==> config.mk <==
export PLATFORM = sky130hd
export DESIGN_NAME = imem_loader
export DESIGN_NICKNAME = d
export VERILOG_FILES = /design/src/rtl/imem_loader_pkg.sv /design/src/rtl/imem_loader_byte_packer.sv /design/src/rtl/imem_loader.sv
export SDC_FILE = /design/constraint.sdc
export NUM_CORES = 2
export LEC_CHECK = 0
export ABC_AREA = 1
export BUFFER_PORTS_ARGS = -buffer_cell sky130_fd_sc_hd__buf_2
export CAP_MARGIN = 20
export CORE_MARGIN = 5
export CORE_UTILIZATION = 40
export DETAILED_ROUTE_END_ITERATION = 6
export HOLD_SLACK_MARGIN = 0.05
export MAX_ROUTING_LAYER = met4
export PLACE_DENSITY = 0.51
export SLEW_MARGIN = 30
export SYNTH_ARGS = -nofsm -noshare
export SYNTH_HDL_FRONTEND = slang
export SYNTH_SLANG_ARGS = --single-unit
==> constraint.sdc <==
create_clock -name clk -period 8.9 [get_ports clk]
set_input_delay 0.445 -clock clk [delete_from_list [all_inputs] [get_ports clk]]
set_output_delay 0.445 -clock clk [all_outputs]
set_load 0.1 [all_outputs]
==> src/rtl/imem_loader_pkg.sv <==
// Shared definitions for the instruction-memory loader: state encoding,
// default memory geometry and the header range check.
package imem_loader_pkg;

  localparam int DEFAULT_DEPTH = 64;
  localparam int DEFAULT_AW    = 6;

  typedef enum logic [1:0] {
    ST_HDR  = 2'd0,
    ST_LOAD = 2'd1,
    ST_RUN  = 2'd2,
    ST_ERR  = 2'd3
  } state_t;

  // A word count is usable only if it is non-zero and fits in the memory.
  function automatic logic hdr_ok(input logic [31:0] n, input int depth);
    return (n != 32'd0) && (n <= 32'(depth));
  endfunction

endpackage

==> src/rtl/imem_loader_byte_packer.sv <==
// Collects accepted bytes into little-endian 32-bit words. The word and its
// strobe are presented during the cycle the fourth byte is accepted, so the
// consumer can act on the same clock edge that takes that byte.
module byte_packer (
  input  logic        clk,
  input  logic        reset,
  input  logic        i_en,
  input  logic [7:0]  i_data,
  output logic [31:0] o_word,
  output logic        o_word_valid
);

  logic [1:0]  r_cnt;
  logic [23:0] r_shift;

  // Shift each accepted byte in from the top so the first byte lands in [7:0].
  always_ff @(posedge clk or posedge reset) begin
    if (reset) begin
      r_cnt   <= '0;
      r_shift <= '0;
    end else if (i_en) begin
      r_cnt   <= r_cnt + 2'd1;
      r_shift <= {i_data, r_shift[23:8]};
    end
  end

  assign o_word       = {i_data, r_shift};
  assign o_word_valid = i_en && (r_cnt == 2'd3);

endmodule

==> src/rtl/imem_loader.sv <==
// Boot loader for a small instruction memory: receives a 4-byte word count,
// then that many little-endian program words, and releases the processor
// from reset once the memory is filled. In RUN the memory is read
// combinationally by the processor's program counter.
module imem_loader
  import imem_loader_pkg::*;
#(
  parameter int DEPTH = DEFAULT_DEPTH,
  parameter int AW    = DEFAULT_AW
) (
  input  logic          clk,
  input  logic          reset,
  input  logic          in_valid,
  input  logic [7:0]    in_data,
  output logic          in_ready,
  input  logic [31:0]   pc,
  output logic [31:0]   instr,
  output logic          cpu_reset,
  output logic          done,
  output logic          err,
  output logic [AW:0]   words_loaded
);

  state_t      r_state;
  logic        r_in_ready;
  logic        r_cpu_reset;
  logic        r_done;
  logic        r_err;
  logic [AW:0] r_words;
  logic [AW:0] r_n;

  logic [31:0] r_mem [DEPTH];

  logic        w_accept;
  logic [31:0] w_word;
  logic        w_word_valid;
  logic [AW:0] w_words_inc;
  logic        w_mem_we;
  logic [AW-1:0] w_rd_addr;
  logic        w_unused_pc;

  assign w_accept    = in_valid & r_in_ready;
  assign w_words_inc = r_words + (AW+1)'(1);
  assign w_mem_we    = (r_state == ST_LOAD) && w_word_valid;
  assign w_rd_addr   = pc[AW+1:2];
  // Byte offset and bits above the memory span do not select a word.
  assign w_unused_pc = ^{pc[31:AW+2], pc[1:0]};

  byte_packer u_packer (
    .clk          (clk),
    .reset        (reset),
    .i_en         (w_accept),
    .i_data       (in_data),
    .o_word       (w_word),
    .o_word_valid (w_word_valid)
  );

  // Program words are written in arrival order; contents survive reset.
  always_ff @(posedge clk) begin
    if (w_mem_we) begin
      r_mem[r_words[AW-1:0]] <= w_word;
    end
  end

  // Loader sequencing with registered handshake and status outputs.
  always_ff @(posedge clk or posedge reset) begin
    if (reset) begin
      r_state     <= ST_HDR;
      r_in_ready  <= 1'b1;
      r_cpu_reset <= 1'b1;
      r_done      <= 1'b0;
      r_err       <= 1'b0;
      r_words     <= '0;
      r_n         <= '0;
    end else begin
      case (r_state)
        ST_HDR: begin
          if (w_word_valid) begin
            if (hdr_ok(w_word, DEPTH)) begin
              r_state <= ST_LOAD;
              r_n     <= w_word[AW:0];
            end else begin
              r_state    <= ST_ERR;
              r_in_ready <= 1'b0;
              r_err      <= 1'b1;
            end
          end
        end
        ST_LOAD: begin
          if (w_word_valid) begin
            r_words <= w_words_inc;
            if (w_words_inc == r_n) begin
              r_state     <= ST_RUN;
              r_in_ready  <= 1'b0;
              r_cpu_reset <= 1'b0;
              r_done      <= 1'b1;
            end
          end
        end
        default: begin
          // RUN and ERR are terminal until the next reset.
        end
      endcase
    end
  end

  assign in_ready     = r_in_ready;
  assign cpu_reset    = r_cpu_reset;
  assign done         = r_done;
  assign err          = r_err;
  assign words_loaded = r_words;
  assign instr        = r_done ? r_mem[w_rd_addr] : 32'd0;

endmodule

==> metrics.md <==
| Metric | Value |
|---|---|
| PD cells | roughly 250 nW/um^2 |
| Post-CTS sizing | 0 |
| Worst-Margin Slew | 1.05 ns |
| Root Driver | clkbuf_16 |
| P_leak | ~33 nW |
| Peak supply drop | 0.000248 V |
| Multi-input gate area | ~20000 um^2 |
| WS Path Type | in2out |
| Router iterations before antenna repair | 5 |
| Clock Tree Buf Depth | 3 |
| Largest cells by area after synthesis | edfxtp_1, nand3_1, nand2_1 |
| Starting density of the core | approximately 40% |
| Core area | ~210000 um^2 |
| Synth Flop Type | edfxtp_1 |
| CTS buffer count | between 200 and 250 |
| Post-synth EDFFs | 2048 |
| Remaining antenna violation count after routing | 0 |
| Total Routed Length | 254000 um |
| Vias/cell | about 5.4 |
| Initial antenna violation count | 13 |
| Die area | between 200000 and 250000 um^2 |
| Fmax | a little over 200 MHz |
| Top cell type's share of synthesized area | between 70% and 80% |
| Number of synthesized register bits | about 2100 |
| Final core utilization | roughly 45% |
| DR vias | ~54000 |
| Fraction of registers with async set/reset | 2.20% |
| Fin. max-slew vios | 0 |
| Synth Net Count | slightly above 7000 |
| Clock transition at path regs | approximately 0.06 ns |
| H-tree depth | 4 |
| Min Hold Slack | between 0.1 and 0.15 ns |
| Synth cell count leaders | nand2_1, edfxtp_1, nand3_1 |
| Min Tclk post-route | 4.87 ns |
| Synthesized netlist cell count | 7071 |
| Die width | 470 um |
| # fillers | 19000 |
| TritonCTS clock tree | yes |
| Per-cell routed wire length | 25.4 um |
| Fin. Hold Viols | 0 |
| Critical Path Start Type | primary input |
| Hpwl dp | about 120000 um |
| Hold WC Path Type | in2reg |
| Largest net degree at the start of global routing | between 150 and 200 |
| Post-synth cell types | 36 |
| Setup tns final | 0 ns |
| FP Rows | 168 |
| Worst Path Required | 8.46 ns |
| Arrival time at the worst endpoint | 4.42 ns |
| Skew-Pair Late Insertion Delay | ~0.83 ns |
| RSZ-0062 raised after global routing | false |
| Outcome | finished, final reports clean |
| Share of post-route cells with drive strength above 1 | 8.22% |
| Final Setup Violations | 0 |
| Drt drc | 0 |
| Final Wtd Congestion | slightly above 0.8 |
| Syn. warnings | 0 |
| Area grow syn2layout | 11.9% |
| Post-synthesis instance area | approximately 85000 um^2 |
| Crit path max fanout | 154 |
| 1st-iter DRT viols | 5757 |
| Rel. slew slack | ~30% |
| Final nets | approximately 7100 |
| Crit path capture type | output pin |
| IO buf count | between 50 and 60 |
| Max-cap violations | 0 |
| Gr ovfl total | 0 |
| First-pass GRT wire length | between 300000 and 400000 um |
| Vias in the first global route | 51400 |
| Final worst path period share | a little over half |
| # IOs | 86 |
| Worst clock skew | approximately 0.022 ns |
| Die Y | 470 um |
| Sequential cell area fraction in the yosys report | around 74% |
| Sequential Area | between 60000 and 70000 um^2 |
| Clock sinks | around 2100 |
| Most numerous cell in the Yosys netlist | nand2_1 |
| Mean Syn Cell Area | approximately 12 um^2 |
| Area leader, netlist | edfxtp_1 |
| Total track usage | 23.2% |
## metal layers
layer,wire [um],track usage [%],vias to the layer above
met5,0,-,-
met1,113000,32.2,27300
met4,7930,6.85,0
met3,16000,3.14,345
li1,-,-,25000
met2,118000,35.9,1782
## sequential cells by signal, indices dropped and copies added (netlist names)
| signal | count |
|---|---|
| cpu_reset | 1 |
| done | 1 |
| u_packer.r_cnt | 2 |
| r_mem | 2048 |
| r_state | 2 |
| u_packer.r_shift | 24 |
| in_ready | 1 |
| r_n | 7 |
| words_loaded | 7 |
| err | 1 |
## metrics by stage
step / cells / cell area (um^2) / power, mW / worst slack [ns]
after global placement: 9639 / 88000 / 15.1 / 3.91
after global routing: 10000 / 94600 / 24.3 / 3.87
after floorplan: 7071 / 84600 / 13.8 / 5.22
after detailed placement: 9639 / 88000 / 15.2 / 3.89
final: 10000 / 94600 / 23.5 / 4.03
after CTS: 10000 / 94500 / 23.7 / 3.89
## worst paths after layout
kind | startpoint | end | cells past startpoint | slack (ns)
setup reg to reg | in_ready | r_mem[12][25] | 9 | 5.53
setup / recovery | pc[2] | instr[19] | 13 | 4.03
hold / removal | in_data[7] | u_packer.r_shift[23] | 3 | 0.15
hold reg to reg | in_ready | in_ready | 2 | 0.47
min in group asynchronous | reset | err | 3 | 0.23
max in group asynchronous | reset | u_packer.r_shift[8] | 3 | 8.16
## kinds of logic (layout without fill, tap and decap cells)
kind of cell	count (synthesis)	after routing	share of synthesized area, %
AO/OA/AOI/OAI	112	112	0.695
XOR/XNOR	3	3	0.0311
buffers and inverters	515	662	3.08
multiplexers	1	1	0.0133
AND/OR/NAND/NOR	4344	4344	22.1
adder cells (fa/ha/maj)	2	2	0.0296
flip-flops	2094	2094	74.1
other	0	7	0
## power breakdown
group	internal, mW	switching, mW
sequential	11.9	0.0744
clock	4.90	3.65
combinational	0.436	2.57
total	17.2	6.29
## critical path, cell delays in order
cell     delay (ns)
buf_8          0.33
buf_12         0.59
buf_4          0.43
buf_16         0.30
nand2_1        0.09
nand3_1        0.09
nand3_1        0.11
nand3_1        0.12
nand2_1        0.08
nand2_1        0.26
nand3_1        0.34
a21oi_1        0.50
buf_2          0.51
## cell type report
| type | instances | area share (%) |
|---|---|---|
| flip-flops and latches | 2094 | 66.2 |
| multi-input cells | 4462 | 20.9 |
| clock buffers | 282 | 6.09 |
| well taps | 2805 | 3.71 |
| repair buffers | 223 | 1.87 |
| clock inverters | 98 | 0.837 |
| inverters | 59 | 0.287 |
| diodes | 7 | 0.0185 |
## repair_timing
action | CTS | global route
endpoints found under the hold margin | 52 | 0
hold buffers | 2 | 0
setup buffers | 0 | 0
## placed cells by master (no fill, tap or decap), types with 52 or more instances in the layout
cell type / Yosys / final
nor2_1: 176 / 112
nand3_1: 1826 / 1823
buf_2: 258 / 54
o21ai_0: 58 / 58
clkbuf_16: 0 / 221
nor2_4: 0 / 64
clkbuf_1: 80 / 61
buf_4: 50 / 147
nand2_1: 2310 / 2310
edfxtp_1: 2048 / 2048
clkinv_1: 1 / 52
Note: power is estimated with default switching activity, not from simulation.
